**config.mk**
```make
export PLATFORM = sky130hd
export DESIGN_NAME = write_back_buf_flat
export DESIGN_NICKNAME = d
export VERILOG_FILES = /design/src/rtl/write_back_buf_if.sv /design/src/rtl/write_back_buf.sv /design/src/flat_wrapper.sv
export SDC_FILE = /design/constraint.sdc
export NUM_CORES = 1
export LEC_CHECK = 0
export CAP_MARGIN = 30
export CELL_PAD_IN_SITES_DETAIL_PLACEMENT = 0
export CELL_PAD_IN_SITES_GLOBAL_PLACEMENT = 2
export CORE_UTILIZATION = 38
export CTS_CLUSTER_DIAMETER = 120
export DETAILED_ROUTE_END_ITERATION = 10
export GPL_ROUTABILITY_DRIVEN = 0
export PLACE_DENSITY_LB_ADDON = 0.15
export SETUP_SLACK_MARGIN = 0.5
export SYNTH_ARGS = -nofsm -noshare
export SYNTH_HDL_FRONTEND = slang
export SYNTH_SLANG_ARGS = --single-unit
```
**constraint.sdc**
```tcl
create_clock -name clk -period 6.45 [get_ports clk]
set_input_delay 1.29 -clock clk [delete_from_list [all_inputs] [get_ports clk]]
set_output_delay 1.29 -clock clk [all_outputs]
set_load 0.05 [all_outputs]
```
**src/rtl/write_back_buf_if.sv**
```systemverilog
// write_back_buf_if: memory-stage input, register-file write port and forwarding lookup of the write-back stage.
interface write_back_buf_if #(
  parameter int DATA_W = 16,
  parameter int ADDR_W = 3,
  parameter int CNT_W  = 16
);
  logic              in_valid;
  logic              in_ready;
  logic              flush;
  logic [DATA_W-1:0] ans_dm;
  logic [DATA_W-1:0] ans_alu;
  logic [ADDR_W-1:0] in_rd;
  logic              in_mem_to_reg;
  logic              in_reg_write;
  logic              rf_we;
  logic [ADDR_W-1:0] rf_addr;
  logic [DATA_W-1:0] ans_wb;
  logic              rf_ready;
  logic [ADDR_W-1:0] q_addr;
  logic              q_hit;
  logic [DATA_W-1:0] q_data;
  logic [CNT_W-1:0]  retired;
  modport master (
    output in_valid, flush, ans_dm, ans_alu, in_rd, in_mem_to_reg, in_reg_write, rf_ready, q_addr,
    input  in_ready, rf_we, rf_addr, ans_wb, q_hit, q_data, retired
  );
  modport slave (
    input  in_valid, flush, ans_dm, ans_alu, in_rd, in_mem_to_reg, in_reg_write, rf_ready, q_addr,
    output in_ready, rf_we, rf_addr, ans_wb, q_hit, q_data, retired
  );
endinterface

```
**src/rtl/write_back_buf.sv**
```systemverilog
// write_back_buf: in-order write buffer feeding the register file, with forwarding lookup and retire counter.
module write_back_buf #(
  parameter int DATA_W = 16,
  parameter int ADDR_W = 3,
  parameter int DEPTH  = 4,
  parameter int CNT_W  = 16
) (
  input logic clk,
  input logic reset,
  write_back_buf_if.slave bus
);
  localparam int PW = $clog2(DEPTH);
  logic [ADDR_W-1:0] rd_mem [DEPTH];
  logic [DATA_W-1:0] data_mem [DEPTH];
  logic [PW-1:0] wr_ptr, rd_ptr, idx;
  logic [PW:0] count;
  logic accept, push, pop, nowrite, hit;
  logic [DATA_W-1:0] fwd;
  assign bus.in_ready = count < (PW+1)'(DEPTH);
  assign bus.rf_we = count != '0;
  assign bus.rf_addr = bus.rf_we ? rd_mem[rd_ptr] : '0;
  assign bus.ans_wb = bus.rf_we ? data_mem[rd_ptr] : '0;
  assign accept = bus.in_valid & bus.in_ready & ~bus.flush;
  assign push = accept & bus.in_reg_write & (bus.in_rd != '0);
  assign nowrite = accept & ~push;
  assign pop = bus.rf_we & bus.rf_ready;
  always_ff @(posedge clk or negedge reset)
    if (!reset) begin
      wr_ptr <= '0;
      rd_ptr <= '0;
      count <= '0;
      bus.retired <= '0;
    end else begin
      wr_ptr <= wr_ptr + PW'(push);
      rd_ptr <= rd_ptr + PW'(pop);
      count <= count + (PW+1)'(push) - (PW+1)'(pop);
      bus.retired <= bus.retired + CNT_W'(nowrite) + CNT_W'(pop);
    end
  always_ff @(posedge clk)
    if (push) begin
      rd_mem[wr_ptr] <= bus.in_rd;
      data_mem[wr_ptr] <= bus.in_mem_to_reg ? bus.ans_dm : bus.ans_alu;
    end
  // Scan oldest to youngest so the youngest match wins.
  always_comb begin
    hit = 1'b0;
    fwd = '0;
    idx = '0;
    for (int i = 0; i < DEPTH; i++) begin
      idx = rd_ptr + PW'(i);
      if ((PW+1)'(i) < count && bus.q_addr != '0 && rd_mem[idx] == bus.q_addr) begin
        hit = 1'b1;
        fwd = data_mem[idx];
      end
    end
  end
  assign bus.q_hit = hit;
  assign bus.q_data = fwd;
endmodule
```
**src/flat_wrapper.sv**
```systemverilog
// flat-port wrapper written by rule: the top's interface ports become plain ports
module write_back_buf_flat 
#(
  parameter int DATA_W = 16,
  parameter int ADDR_W = 3,
  parameter int DEPTH  = 4,
  parameter int CNT_W  = 16
)
  (clk, reset, bus_in_valid, bus_flush, bus_ans_dm, bus_ans_alu, bus_in_rd, bus_in_mem_to_reg, bus_in_reg_write, bus_rf_ready, bus_q_addr, bus_in_ready, bus_rf_we, bus_rf_addr, bus_ans_wb, bus_q_hit, bus_q_data, bus_retired);
  write_back_buf_if #(.DATA_W(DATA_W), .ADDR_W(ADDR_W), .CNT_W(CNT_W)) bus_i ();
  input logic clk;
  input logic reset;
  input wire logic [$bits(bus_i.in_valid)-1:0] bus_in_valid;
  input wire logic [$bits(bus_i.flush)-1:0] bus_flush;
  input wire logic [$bits(bus_i.ans_dm)-1:0] bus_ans_dm;
  input wire logic [$bits(bus_i.ans_alu)-1:0] bus_ans_alu;
  input wire logic [$bits(bus_i.in_rd)-1:0] bus_in_rd;
  input wire logic [$bits(bus_i.in_mem_to_reg)-1:0] bus_in_mem_to_reg;
  input wire logic [$bits(bus_i.in_reg_write)-1:0] bus_in_reg_write;
  input wire logic [$bits(bus_i.rf_ready)-1:0] bus_rf_ready;
  input wire logic [$bits(bus_i.q_addr)-1:0] bus_q_addr;
  output wire logic [$bits(bus_i.in_ready)-1:0] bus_in_ready;
  output wire logic [$bits(bus_i.rf_we)-1:0] bus_rf_we;
  output wire logic [$bits(bus_i.rf_addr)-1:0] bus_rf_addr;
  output wire logic [$bits(bus_i.ans_wb)-1:0] bus_ans_wb;
  output wire logic [$bits(bus_i.q_hit)-1:0] bus_q_hit;
  output wire logic [$bits(bus_i.q_data)-1:0] bus_q_data;
  output wire logic [$bits(bus_i.retired)-1:0] bus_retired;
  assign bus_i.in_valid = bus_in_valid;
  assign bus_i.flush = bus_flush;
  assign bus_i.ans_dm = bus_ans_dm;
  assign bus_i.ans_alu = bus_ans_alu;
  assign bus_i.in_rd = bus_in_rd;
  assign bus_i.in_mem_to_reg = bus_in_mem_to_reg;
  assign bus_i.in_reg_write = bus_in_reg_write;
  assign bus_i.rf_ready = bus_rf_ready;
  assign bus_i.q_addr = bus_q_addr;
  assign bus_in_ready = bus_i.in_ready;
  assign bus_rf_we = bus_i.rf_we;
  assign bus_rf_addr = bus_i.rf_addr;
  assign bus_ans_wb = bus_i.ans_wb;
  assign bus_q_hit = bus_i.q_hit;
  assign bus_q_data = bus_i.q_data;
  assign bus_retired = bus_i.retired;
  write_back_buf #(.DATA_W(DATA_W), .ADDR_W(ADDR_W), .DEPTH(DEPTH), .CNT_W(CNT_W)) u_core (.clk(clk), .reset(reset), .bus(bus_i));
endmodule
```
# Word-level counts from Yosys, hierarchy flattened
# Memories as Yosys holds them, arrays and structs flattened.
# Index checks and enable logic that the tools add are counted.
# word_totals
ff_bits	23
latchBits	0
mem_bits_rw	76
rom_bits	0
input_bits	45
out_inout_bits	54
word_cells	56
memories	2
# memory_table
name	words	width	rd	rd_clocked_by_memory_dff	write_ports	line_no	source
u_core.data_mem	4	16	4	0	1	write_back_buf.sv:14	logic [DATA_W-1:0] data_mem [DEPTH];
u_core.rd_mem	4	3	4	0	1	write_back_buf.sv:13	logic [ADDR_W-1:0] rd_mem [DEPTH];
# op_classes
add_sub_neg	9
mul	0
n_div	0
magnitude_cmp	5
n_eq_ne	4
shifts	0
n_mux	13
bitwise_logic	8
n_reduce_logical	11
# op_table
operator	n
16-bit 2-to-1 mux	6
16-bit by 1-bit adder with 16-bit output	2
3-bit equality test	4
3-bit nonzero test	3
1-bit logical AND	8
1-bit AND	6
1-bit by 3-bit less-than comparator with 1-bit output, first input constant	2
2-bit by 3-bit less-than comparator with 1-bit output, first input constant	2
1-bit 2-to-1 mux	6
2-bit by 1-bit adder with 2-bit output	2
2-bit adder, second input constant	2
3-bit by 1-bit adder with 3-bit output	1
3-bit less-than comparator, second input constant	1
3-bit 2-to-1 mux	1
3-bit by 1-bit subtractor with 3-bit output	1
2-bit by 1-bit adder with 2-bit output, second input constant	1
1-bit NOT	2

# Longest topological paths before layout
# depth
depth_word	9
mapped_depth	10
mapped_depth_nobuf	8

# Least setup slack after synthesis
# No wires, ideal clock.
# synth_timing
path_type	input to output
from	input bus_q_addr[2]
to	output bus_q_data[10]
t_arrival_ps	3675
t_required_ps	5160
setup_slack_ps	1485
path_stages	9
n_path_buf	3
path_cell_list	clkbuf_1 > nor2b_1 > mux2i_1 > or3_1 > a211oi_1 > buf_4 > nor3_2 > buf_2 > a31oi_1
# synth_via
elab_chain_cells	7
elab_cells_between_ends	17
cone_classes	4 x eq/ne; 4 x mux; 9 x reduce/logical
# synth_lines
item	line_no	source
from (decl)	flat_wrapper.sv:21	input wire logic [$bits(bus_i.q_addr)-1:0] bus_q_addr;
3-bit nonzero test	write_back_buf.sv:51	if ((PW+1)'(i) < count && bus.q_addr != '0 && rd_mem[idx] == bus.q_addr) begin
1-bit logical AND (2 in series)	write_back_buf.sv:51	
16-bit 2-to-1 mux (3 in series)	write_back_buf.sv:51	
16-bit 2-to-1 mux *	write_back_buf.sv:51	
to (decl)	flat_wrapper.sv:27	output wire logic [$bits(bus_i.q_data)-1:0] bus_q_data;
# Every way passes the cells marked *; elsewhere a longest branch is shown, timed or not.

# Worst setup path in the final report
# layout_timing
from	input bus_q_addr[2]
to	output bus_q_data[9]
# Same word-level chain as after synthesis.

==> impl_metrics.csv <==
group,metric,value,unit
sta,drv_slew,0,
synth,ys_seq_area_share,46.6,%
power_and_ir_drop,power_switching,0.00187,W
sta,rsz0062_at_grt,"false",
placement,io_buffers,98,
hold_path,hold_depth,1,
clocking,cts_resized,0,
route,drt-vias-per-instance,5.28,
layout,antenna_cells,0,
sta,hold_violations,0,
grt,grt_pass1_vias,4433,
power_and_ir_drop,intPower,0.00187,W
power_and_ir_drop,power_frac_comb,62.4,%
synth,syn_avg_cell_area,11.2,um^2
clocking,cts_buffers,9,
grt,grt_max_degree,70,
synth,syn-num-nets,603,
synth,yosysTopAreaCell,"edfxtp_1",
power_and_ir_drop,pwr-share-seq,23.7,%
route,drt_pass1_iterations,4,
status,status,"completed",
sta,fin_crit,5700,ps
critical_path,slowest_stage,"clkdlybuf4s50_1",
floorplan,dieArea,16600,um^2
layout,mostFrequentLayoutCell,"clkdlybuf4s50_1",
layout,fin_area,7630,um^2
sta,tns,0,ps
layout,fillCellCount,1447,
power_and_ir_drop,p_per_area,489,nW/um^2
grt,antenna_found_initial,0,
critical_path,critPathArrivalTime,4410,ps
route,vias,4522,
layout,syn_to_final_growth,24.6,%
critical_path,required,5160,ps
clocking,clk_pin_slew,60,ps
hold_path,hold_class,"flop to flop",
floorplan,floorplan.die.width,129,um
critical_path,reg2regPathDepth,8,
grt,gr-total-overflow,0,
critical_path,cp-end-kind,"output pin",
clocking,cts_sinks,99,
placement,dp_hpwl,10600,um
floorplan,core_area,15800,um^2
clocking,clock_latency,350,ps
clocking,cts_max_level,3,
clocking,post-cts-setup-buffers,0,
clocking,clockBufferDepth,2,
synth,synth.area.top_cells,"edfxtp_1, mux2i_1, dfrtp_1, mux2_2, o21ai_0",
synth,synth_seq_cells,99,
synth,ys_warn_count,0,
critical_path,crit_path_max_incr_delay,850,ps
layout,layout_common_cells,"clkdlybuf4s50_1, edfxtp_1, nand2_1",
synth,syn_inst,549,
sta,fin_crit_sh,88.4,%
critical_path,critPathMaxFanout,8,
synth,yosysTopAreaCellShare,37.2,%
critical_path,path_common_cell,"clkdlybuf4s50_1",
sta,setup_viol,0,
route,post-route-drc-count,0,
power_and_ir_drop,power_leakage,2.76,nW
critical_path,crit_chain,"clkdlybuf4s50_1 -> nor2b_1 -> mux2_2 -> a2bb2oi_1 -> nor3_2 -> o211ai_1 -> a31oi_1 -> clkdlybuf4s50_1",
floorplan,rows,46,
power_and_ir_drop,p_clk_share,14.0,%
sta,tightest_slew,927,ps
sta,slew_headroom,38.2,%
synth,synthesis.area,6130,um^2
power_and_ir_drop,peakVddDrop,303,uV
floorplan,die_y,129,um
critical_path,critical_path_class,"input pin to output pin",
route,wl,15300,um
clocking,cts_tree,"done",
power_and_ir_drop,swShare,50.0,%
placement,dpl_cell_area,7340,um^2
sta,holdWs,493,ps
sta,timing.fmax,0.175,GHz
floorplan,start_util,38.7,%
critical_path,cp-start-kind,"input pin",
layout,drive_gt1_share,19.2,%
sta,clock_skew,7.51,ps
grt,grtUsageTotal,19.7,%
clocking,cts_root_buf,"clkbuf_16",
route,drt-wirelength-per-cell,17.9,um
grt,grt_first_pass_wirelength,24500,um
route,ant_nets,0,
floorplan,floorplan.io_pins,99,
clocking,hold_buffers,0,
run,cap_violations,0,
route,drt_iter0_drc,171,
synth,synth.distinct_cells,43,
layout,fin_nets,689,
## power by group through the flow
stage                     logic (W)  clock network [W]  registers [W]
after floorplan             0.00167                  0       0.000886
after global placement      0.00232                  0       0.000895
after detailed placement    0.00234                  0       0.000898
after CTS                   0.00234           0.000533       0.000886
after global routing        0.00250           0.000558       0.000902
final                       0.00233           0.000522       0.000884
## layer usage
metal	part of all wire, %	routed length, um	GRT usage (%)
met4	1.1	174	5.61
met1	48	7370	27.0
met2	47	7220	32.1
met5	0	0	0
met3	3.7	568	3.20
## flip-flops by register name, summed over array words and instances, names as in the netlist
signal,cells
u_core.data_mem,64
u_core.bus.retired,16
u_core.rd_mem,12
u_core.count,3
u_core.rd_ptr,2
u_core.wr_ptr,2
## area by class of cell
cell class              instances  area, um^2  area share (%)
well taps                     216         270            3.54
clock buffers                  12         268            3.51
repair buffers                114        1080            14.2
multi-input cells             403        3100            40.6
flip-flops and latches         99        2870            37.5
clock inverters                 4        22.5           0.295
inverters                       8        30.0           0.393
## synth_stat cells (all sizes together)
library cell	number
edfxtp	76
nand2	74
o21ai	65
mux2i	59
mux2	49
o211ai	30
dfrtp	23
nor2	23
buf	22
xnor2	20
clkbuf	17
a31oi	16
xor2	9
inv	8
ha	7
mux4	7
nand4	6
nand3	5
nor2b	5
and3	4
nor3	3
nor4	3
or3	3
and2	2
fa	2
nand2b	2
a2111oi	1
a211oi	1
a21oi	1
a2bb2oi	1
nor3b	1
nor4b	1
nor4bb	1
o31a	1
or2	1
## worst max-delay path, delay by kind of cell
kind	cells	cell delay, ps
compound gates	3	550
buf+inv	2	1540
mux	1	170
simple gates	2	850
## path summary, 6_finish.rpt
kind	startpoint	endpoint	slack, ps
hold reg to reg	u_core.bus.retired[12]	u_core.bus.retired[12]	490
setup / recovery	bus_q_addr[2]	bus_q_data[9]	750
hold / removal	u_core.bus.retired[12]	u_core.bus.retired[12]	490
min in group asynchronous	reset	u_core.bus.retired[0]	1320
max in group asynchronous	reset	u_core.bus.retired[3]	4640
setup reg to reg	u_core.count[0]	u_core.bus.retired[12]	3710
## per-stage QoR
step | util, % | power [W] | std cells | worst slack, ps
final | 48.2 | 0.00373 | 856 | 749
after global routing | 48.2 | 0.00396 | 856 | 540
after CTS | 48.2 | 0.00376 | 856 | 724
after detailed placement | 46.4 | 0.00323 | 840 | 752
after global placement | 46.2 | 0.00322 | 838 | 770
after floorplan | - | 0.00256 | 549 | 1480
## kinds of logic (layout without fill, tap and decap cells)
family	count (synthesis)	count (layout)	synth area share, %
and+or+nand+nor	134	134	10.0
AOI/OAI and AO/OA	116	116	12.3
muxes	115	115	21.2
DFF	99	99	46.6
buffers and inverters	47	138	3.61
xor gates and xnor gates	29	29	4.14
adders and majority gates	9	9	2.08
Power figures use the tool's default switching activity.
